## src/rtl/cpu_pkg.sv

```systemverilog
// Shared types for the five-stage CPU front end.
// Holds branch-type encoding and per-stage fetch metadata.
package cpu_pkg;

    typedef enum logic [1:0] {
        OTHER = 2'b00,
        JAL   = 2'b01,
        BR    = 2'b10,
        JALR  = 2'b11
    } btype_e;

    typedef enum logic {
        BOOT = 1'b0,
        RUN  = 1'b1
    } fetch_state_e;

    typedef struct packed {
        logic        valid;
        logic [31:0] pc;
        logic        p_taken;
        logic [31:0] p_target;
    } fetch_meta_t;

    localparam logic [31:0] DEFAULT_RESET_PC = 32'h0000_0000;

endpackage

```

## src/rtl/sat_counter.sv

```systemverilog
// Saturating up-counter; sticks at all-ones.
// Cleared only by the asynchronous reset.
module sat_counter #(
    parameter int W = 32
) (
    input  logic         clk,
    input  logic         rst,
    input  logic         inc,
    output logic [W-1:0] count
);

    logic [W-1:0] count_q;
    logic [W-1:0] count_d;

    always_comb begin
        count_d = count_q;
        if (inc && (count_q != {W{1'b1}}))
            count_d = count_q + {{(W-1){1'b0}}, 1'b1};
    end

    always_ff @(posedge clk or posedge rst) begin
        if (rst)
            count_q <= '0;
        else
            count_q <= count_d;
    end

    assign count = count_q;

endmodule

```

## src/rtl/fetch_pc_unit.sv

```systemverilog
// Fetch PC generator with EX-stage mispredict check,
// trap/mret redirects and branch performance counters.
module fetch_pc_unit
    import cpu_pkg::*;
#(
    parameter logic [31:0] RESET_PC  = DEFAULT_RESET_PC,
    parameter int          CNT_WIDTH = 32
) (
    input  logic                 clk,
    input  logic                 rst,
    input  logic                 IF_DONE,
    input  logic                 MEM_DONE,
    input  logic                 load_use_stall,
    input  logic                 trap_req,
    input  logic [31:0]          trap_vec,
    input  logic                 mret_req,
    input  logic [31:0]          mret_pc,
    input  logic                 IF_pTaken,
    input  logic [31:0]          IF_pTarget,
    input  logic [1:0]           EX_bType,
    input  logic                 EX_rTaken,
    input  logic [31:0]          EX_bTarget,
    output logic [31:0]          IF_PC,
    output logic [31:0]          ID_PC,
    output logic [31:0]          EX_PC,
    output logic                 ID_valid,
    output logic                 EX_valid,
    output logic                 flush_IFID,
    output logic                 flush_IDEX,
    output logic                 mispredict,
    output logic [CNT_WIDTH-1:0] br_count,
    output logic [CNT_WIDTH-1:0] mp_count
);

    fetch_state_e state_q, state_d;
    logic [31:0]  pc_q, pc_d;
    fetch_meta_t  id_q, id_d;
    fetch_meta_t  ex_q, ex_d;

    btype_e      ex_type;
    logic [31:0] ex_pc4;
    logic [31:0] actual_next;
    logic [31:0] pred_next;
    logic        ex_chk;
    logic        ex_taken;
    logic        redirect;
    logic        adv;
    logic        br_inc;
    logic        mp_inc;

    always_comb begin
        adv         = IF_DONE && MEM_DONE;
        ex_type     = btype_e'(EX_bType);
        ex_pc4      = ex_q.pc + 32'd4;
        ex_taken    = (ex_type == JAL) || (ex_type == JALR) ||
                      ((ex_type == BR) && EX_rTaken);
        actual_next = ex_taken ? EX_bTarget : ex_pc4;
        pred_next   = ex_q.p_taken ? ex_q.p_target : ex_pc4;
        ex_chk      = ex_q.valid && (state_q == RUN);
        mispredict  = ex_chk && (actual_next != pred_next);
        redirect    = trap_req || mret_req || mispredict;
        flush_IFID  = redirect;
        flush_IDEX  = redirect;
        br_inc      = adv && ex_chk && (ex_type != OTHER);
        mp_inc      = adv && mispredict;
    end

    always_comb begin
        state_d = state_q;
        pc_d    = pc_q;
        id_d    = id_q;
        ex_d    = ex_q;
        if (adv) begin
            state_d = RUN;
            // Redirect sources are prioritised; a redirect overrides a stall.
            if (redirect) begin
                if (trap_req)
                    pc_d = trap_vec;
                else if (mret_req)
                    pc_d = mret_pc;
                else
                    pc_d = actual_next;
                id_d.valid = 1'b0;
                ex_d.valid = 1'b0;
            end else if (load_use_stall) begin
                ex_d.valid = 1'b0;
            end else begin
                pc_d = IF_pTaken ? IF_pTarget : pc_q + 32'd4;
                ex_d = id_q;
                id_d = '{valid:    1'b1,
                         pc:       pc_q,
                         p_taken:  IF_pTaken,
                         p_target: IF_pTarget};
            end
        end
    end

    always_ff @(posedge clk or posedge rst) begin
        if (rst) begin
            state_q <= BOOT;
            pc_q    <= RESET_PC;
            id_q    <= '0;
            ex_q    <= '0;
        end else begin
            state_q <= state_d;
            pc_q    <= pc_d;
            id_q    <= id_d;
            ex_q    <= ex_d;
        end
    end

    assign IF_PC    = pc_q;
    assign ID_PC    = id_q.pc;
    assign EX_PC    = ex_q.pc;
    assign ID_valid = id_q.valid;
    assign EX_valid = ex_q.valid;

    sat_counter #(.W(CNT_WIDTH)) u_br_cnt (
        .clk   (clk),
        .rst   (rst),
        .inc   (br_inc),
        .count (br_count)
    );

    sat_counter #(.W(CNT_WIDTH)) u_mp_cnt (
        .clk   (clk),
        .rst   (rst),
        .inc   (mp_inc),
        .count (mp_count)
    );

endmodule

```

## config.mk

```make
export PLATFORM = sky130hd
export DESIGN_NAME = fetch_pc_unit
export DESIGN_NICKNAME = d
export VERILOG_FILES = /design/src/rtl/cpu_pkg.sv /design/src/rtl/sat_counter.sv /design/src/rtl/fetch_pc_unit.sv
export SDC_FILE = /design/constraint.sdc
export NUM_CORES = 1
export LEC_CHECK = 0
export ABC_AREA = 0
export BUFFER_PORTS_ARGS = -buffer_cell sky130_fd_sc_hd__buf_2
export CAP_MARGIN = 20
export CORE_MARGIN = 2
export CORE_UTILIZATION = 50
export DETAILED_ROUTE_END_ITERATION = 12
export PLACE_DENSITY = 0.77
export SLEW_MARGIN = 20
export SYNTH_ARGS = -nofsm -noshare
export SYNTH_HDL_FRONTEND = slang
export SYNTH_SLANG_ARGS = --single-unit
```

## constraint.sdc

```tcl
create_clock -name clk -period 6.8 [get_ports clk]
set_clock_uncertainty 0.1 [all_clocks]
set_input_delay 0.68 -clock clk [delete_from_list [all_inputs] [get_ports clk]]
set_output_delay 0.68 -clock clk [all_outputs]
set_load 0.05 [all_outputs]
```

==> results.py, run 1 <==
metrics = {
    "timing": {
        "fmax_mhz": 176.8,
        "slew-limit-headroom_pct": 31.86,
        "slew_viol_final": 0,
        "timing.final.crit_period_ps": 5656,
        "fin_crit_sh_pct": 83.18,
        "setup_violations": 0,
        "fin_tns_setup_ps": 0,
        "worst_slew_pin_slew_ps": 1014,
        "rsz0062_at_grt": "no",
        "hold_viol_final": 0,
    },
    "cts": {
        "clockRootBuffer": "clkbuf_16",
        "cts_sinks": 229,
        "cts_resized": 0,
        "path_clk_slew_ps": 60,
        "cts_setup_buffers": 0,
        "cts_tree": "built",
        "ctsHoldBuffers": 0,
        "clk_latency_ps": 550,
        "cts_inserted_buffers": 26,
        "clockBufferDepth": 3,
        "h-tree-depth": 1,
    },
    "critical_path": {
        "startpoint_type": "register",
        "crit_fanout": 14,
        "arrival_ps": 4880,
        "required_ps": 6020,
        "critPathCaptureType": "primary output",
        "criticalPathCategory": "register to primary output",
    },
    "placement": {
        "gp_congestion": 0.9683,
        "port_buffers": 303,
        "dp_cells": 1994,
        "dp_hpwl_um": 32170,
    },
    "logic_synthesis": {
        "synth_edf_count": 0,
        "synthTopCellsByArea": "dfrtp_1 (41%), mux2_2 (11%), xnor2_1 (5.5%)",
        "synth_top_area_share_pct": 40.66,
        "ys_async_sr_fraction_pct": 100.0,
        "ys_seq_area_share_pct": 40.66,
        "synth_top_cell_by_area": "dfrtp_1",
        "syn_inst": 1443,
        "syn_area_per_cell_um2": 9.768,
        "synth_area_um2": 14090,
        "synth_warnings": 0,
        "ys_seq_elements": 229,
        "synth.distinct_cells": 69,
        "ys.flop_type": "dfrtp_1",
        "synth_nets": 1586,
    },
    "floorplan": {
        "coreArea_um2": 27780,
        "die_x_um": 171.9,
        "io_pins": 304,
        "die_area_um2": 29550,
        "initial_core_util_pct": 50.73,
        "rows": 61,
        "dieHeight_um": 171.9,
    },
    "global_routing": {
        "grtUsageTotal_pct": 28.88,
        "grt_pass1_vias": 11600,
        "antenna_found_initial": 11,
        "grt_start_max_net_pins": 71,
        "grt_pass1_wl_um": 66100,
        "overflow": 0,
    },
    "power": {
        "internal-power_mw": 3.276,
        "p_sw_share_pct": 41.54,
        "powerDensity_nw_per_um2": 341.7,
        "combPwrFrac_pct": 36.2,
        "switching_power_mw": 2.328,
        "power_frac_clock_pct": 27.2,
        "peakVddDrop_v": 0.0001738,
        "p_seq_share_pct": 36.6,
        "power.leakage_nw": 7.497,
    },
    "detailed_routing": {
        "drt_wl_total_um": 43770,
        "ant_nets": 0,
        "first_pass_iters": 5,
        "num_vias": 12180,
        "wl_per_cell_um": 21.37,
        "drc": 0,
        "first_iter_violations": 1056,
        "drt-vias-per-instance": 5.947,
    },
    "cells_and_area": {
        "synthToLayoutAreaGrowth_pct": 16.39,
        "ff_latch_area_um2": 5731,
        "fillers": 2478,
        "stdcell_count": 2048,
        "multiInputGateArea_um2": 7405,
        "nets": 1787,
        "drive_gt1_share_pct": 31.15,
    },
    "flow_run": {
        "max-cap-violations": 0,
    },
    "worst_hold_path": {
        "min_path_type": "input port to async pin",
    },
    "run_status": {
        "status": "finished, final reports clean",
    },
}
layer usage:
layer / global-route usage (%) / part of all wire (%) / up-vias
met3: 6.729 / 9.0 / 104
met1: 37.94 / 41 / 5958
met2: 47.42 / 47 / 588
met4: 9.207 / 3.5 / 14
li1: - / - / 5516
met5: 0 / 0.21 / -
worst max-delay path: stages, from the launching register on:
cell and delay, ps:
dfrtp_1 540, nand3_1 470, nor4_2 1000, nand3_1 150, a31o_2 310, xnor2_1 140
a2111o_1 410, nor4_1 380, and4b_1 410, or2_1 240, inv_1 60, buf_2 220
cells in the final DEF (no fill, tap or decap), types with 15 or more instances in the layout:
cell | netlist | routed
inv_1 | 39 | 38
nand3_1 | 55 | 54
and3_1 | 15 | 15
a211oi_1 | 35 | 35
buf_4 | 66 | 18
nand4_1 | 28 | 28
a21oi_1 | 53 | 52
dfrtp_1 | 229 | 229
mux2_2 | 134 | 134
clkbuf_16 | 0 | 26
o22a_1 | 28 | 28
xnor2_1 | 89 | 89
nand2_1 | 108 | 108
o21ai_0 | 33 | 33
nor4_1 | 29 | 29
nor3_1 | 32 | 32
buf_2 | 20 | 303
mux2i_1 | 40 | 40
xor2_1 | 73 | 73
nor2_1 | 117 | 117
cells in the mapped netlist (6+ instances only):
cell type / instances
dfrtp_1: 229
mux2_2: 134
nor2_1: 117
nand2_1: 108
xnor2_1: 89
xor2_1: 73
buf_4: 66
nand3_1: 55
a21oi_1: 53
clkbuf_1: 52
mux2i_1: 40
inv_1: 39
a211oi_1: 35
o21ai_0: 33
nor3_1: 32
nor4_1: 29
nand4_1: 28
o22a_1: 28
buf_2: 20
and3_1: 15
o311ai_0: 11
a31oi_1: 10
and4_1: 10
buf_1: 10
o211ai_1: 9
or4_1: 9
and2_1: 7
nand2b_1: 7
or3_1: 7
o22ai_1: 6
o31ai_1: 6
state kept, by name, indices dropped and copies added (netlist names):
name / count
ex_q: 33
u_br_cnt.count: 32
EX_PC: 32
id_q: 33
IF_PC: 32
ID_PC: 32
u_mp_cnt.count: 32
EX_valid: 1
ID_valid: 1
state_q: 1
power by group through the flow:
| stage | combinational [mW] | sequential (mW) | clock (mW) |
|---|---|---|---|
| global route | 2.16 | 2.09 | 1.58 |
| global placement | 1.99 | 2.05 | 0 |
| finish | 2.03 | 2.05 | 1.52 |
| detailed placement | 2.02 | 2.06 | 0 |
| CTS | 2.03 | 2.04 | 1.54 |
| floorplan | 1.60 | 2.07 | 0 |
kinds of logic (layout without fill, tap and decap cells):
kind of cell | count (synthesis) | in the layout | share of synthesized area, %
AO/OA/AOI/OAI | 231 | 231 | 11.33
XOR/XNOR | 170 | 170 | 11.37
adder cells (fa/ha/maj) | 4 | 4 | 0.3551
buffers and inverters | 190 | 410 | 7.057
flip-flops | 229 | 229 | 40.66
multiplexers | 174 | 174 | 13.55
other | 0 | 7 | 0
AND/OR/NAND/NOR | 445 | 445 | 15.69
path summary, 6_finish.rpt:
kind                                     start         end  slack [ps]  cells past startpoint
min in group clk                IF_pTarget[20]    id_q[20]         290                      2
worst max register to register        EX_PC[7]   ID_PC[14]        1320                     12
worst min register to register         state_q     state_q         380                      1
worst max-delay path                  EX_PC[7]  mispredict        1140                     11
max in group asynchronous                  rst   EX_PC[21]        5040                      3
worst min-delay path                       rst    ID_PC[6]         190                      2
layout make-up:
class	instances	area share [%]
clock buffers	34	4.576
multi-input cells	1024	45.14
diodes	7	0.1068
flip-flops and latches	229	34.93
repair buffers	323	10.31
clock inverters	13	1.114
well taps	378	2.883
inverters	40	0.9381
stage by stage:
step                utilization [%]  setup WS (ps)  total power [mW]  cell area, µm²  hold WS [ps]
detailed placement            55.63           1389             4.079           15450         360.7
finish                        59.05           1144             5.605           16400         194.5
global placement              55.63           1451             4.045           15450         349.8
global route                  59.00          924.2             5.827           16390         249.1
floorplan                         -           2469             3.671           14100         334.6
CTS                           58.98           1138             5.612           16390         216.4
Note: power is estimated with default switching activity, not from simulation.
==> inputs of run 2 (changes only) <==
- clock period: 6.8 -> 4.62 ns (I/O delays scaled with it)
==> run 2 against run 1 <==
Effect of this change: total power grew 48%; final cell count grew 2.3%; sequential power grew 43%; critical endpoint is now flush_IDEX; non-clock buffer count grew 50; largest power group is now combinational cells.
==> results.py, run 2 (same netlist as run 1, synthesis figures left out) <==
metrics = {
    "run_status": {
        "status": "finished, final reports clean",
    },
    "placement": {
        "pre_cts_ws_ps": 65.20,
        "placed_area_um2": 15770,
        "dp_cells": 2033,
        "gp_congestion": 1.022,
        "dp_hpwl_um": 32950,
        "port_buffers": 303,
    },
    "detailed_routing": {
        "drt-vias-per-instance": 5.910,
        "wl_per_cell_um": 21.44,
        "ant_nets": 0,
        "num_vias": 12380,
        "first_iter_violations": 1027,
        "drc": 0,
        "first_pass_iters": 5,
        "drt_wl_total_um": 44910,
    },
    "power": {
        "peakVddDrop_v": 0.0002829,
        "power.leakage_nw": 7.789,
        "powerDensity_nw_per_um2": 491.9,
    },
    "cts": {
        "clk_latency_ps": 540,
        "clockRootBuffer": "clkbuf_16",
        "cts_tree": "built",
        "clockBufferDepth": 3,
        "h-tree-depth": 1,
        "cts_sinks": 229,
        "cts_inserted_buffers": 26,
        "path_clk_slew_ps": 60,
    },
    "timing": {
        "slew_viol_final": 0,
        "hold_viol_final": 0,
        "fmax_mhz": 218.9,
        "fin_crit_sh_pct": 98.86,
        "slew-limit-headroom_pct": 39.47,
        "fin_ws_ps": 52.70,
        "setup_violations": 0,
        "timing.final.crit_period_ps": 4567,
        "worst_slew_pin_slew_ps": 908.0,
    },
    "global_routing": {
        "overflow": 0,
        "grt_pass1_wl_um": 67710,
        "grt_pass1_vias": 11940,
        "grtUsageTotal_pct": 29.73,
        "grt_start_max_net_pins": 163,
        "antenna_found_initial": 12,
    },
    "floorplan": {
        "initial_core_util_pct": 50.73,
        "dieHeight_um": 171.9,
        "die_x_um": 171.9,
        "die_area_um2": 29550,
        "coreArea_um2": 27780,
        "rows": 61,
        "io_pins": 304,
    },
    "worst_hold_path": {
        "min_path_type": "input port to register",
    },
    "critical_path": {
        "critPathCaptureType": "primary output",
        "required_ps": 4060,
        "startpoint_type": "register",
        "arrival_ps": 4010,
        "criticalPathCategory": "register to primary output",
        "crit_fanout": 7,
    },
    "cells_and_area": {
        "mostFrequentLayoutCells": "buf_2 (301), dfrtp_1 (224), mux2_2 (134)",
        "top_regs": "ex_q x33, id_q x33",
        "nets": 1837,
        "synthToLayoutAreaGrowth_pct": 19.92,
        "layout_commonest_cell": "buf_2",
        "stdcell_count": 2095,
        "fillers": 2410,
        "fin_area_um2": 16900,
        "drive_gt1_share_pct": 34.27,
    },
    "flow_run": {
        "max-cap-violations": 0,
    },
}
## run 2: routing by layer
| layer | global-route usage, % | up-vias | routed length, µm |
|---|---|---|---|
| met5 | 0 | - | 89 |
| met4 | 8.111 | 14 | 1068 |
| met3 | 7.347 | 80 | 4053 |
| met2 | 49.55 | 553 | 21310 |
| met1 | 38.71 | 6106 | 18390 |
| li1 | - | 5628 | - |
## run 2: stage by stage
step                power (mW)  util [%]  TNS [ps]  hold WS, ps
floorplan                5.403         -         0        334.6
CTS                      8.298     60.26         0        64.57
detailed placement       6.115     56.77         0        275.1
global placement         6.058     56.77         0        273.9
global route             8.661     60.82    -2.816        65.19
finish                   8.314     60.84         0        78.55
## run 2: final timing paths
check,from,to,slack (ps),depth (start not counted)
worst max-delay path,EX_PC[3],flush_IDEX,50,13
worst min-delay path,IF_pTarget[15],id_q[15],80,2
worst max register to register,EX_PC[17],u_mp_cnt.count[28],300,13
worst min register to register,state_q,state_q,370,1
max in group asynchronous,rst,EX_PC[21],2970,4
min in group asynchronous,rst,EX_PC[6],260,3
## run 2: what timing repair did
| item | CTS | global route |
|---|---|---|
| setup buffers | 1 | 9 |
| hold endpoints to repair | 3 | 0 |
| resized for setup | 12 | 17 |
| hold buffers | 1 | 0 |
| pin swaps | 2 | 8 |
| setup endpoints to repair | 3 | 3 |
## run 2: power by group
group | leakage [nW] | switching (mW) | internal (mW)
registers | 2.82 | 0.502 | 2.43
logic | 4.51 | 2.10 | 1.13
clock network | 0.451 | 0.850 | 1.31
total | 7.79 | 3.45 | 4.86
## run 2: area by class of cell
class	instances	area (µm²)	share of cell area, %
repair buffers	373	2100	12.42
flip-flops and latches	229	5737	33.94
multi-input cells	1024	7523	44.51
inverters	40	153.9	0.9105
diodes	4	10.01	0.05922
clock inverters	6	57.56	0.3405
well taps	378	473.0	2.798
clock buffers	41	848.3	5.019
## run 2: critical path, cell delays in order, from the launching register on
cell      delay, ps
dfrtp_1         370
ha_2            240
nand4_1         180
buf_4           220
nor4_2          390
xnor2_2         190
xor2_1          270
a31oi_1         120
a2111o_1        300
nor4_1          360
and4b_2         340
buf_4           130
o21ai_4         100
clkbuf_4        260
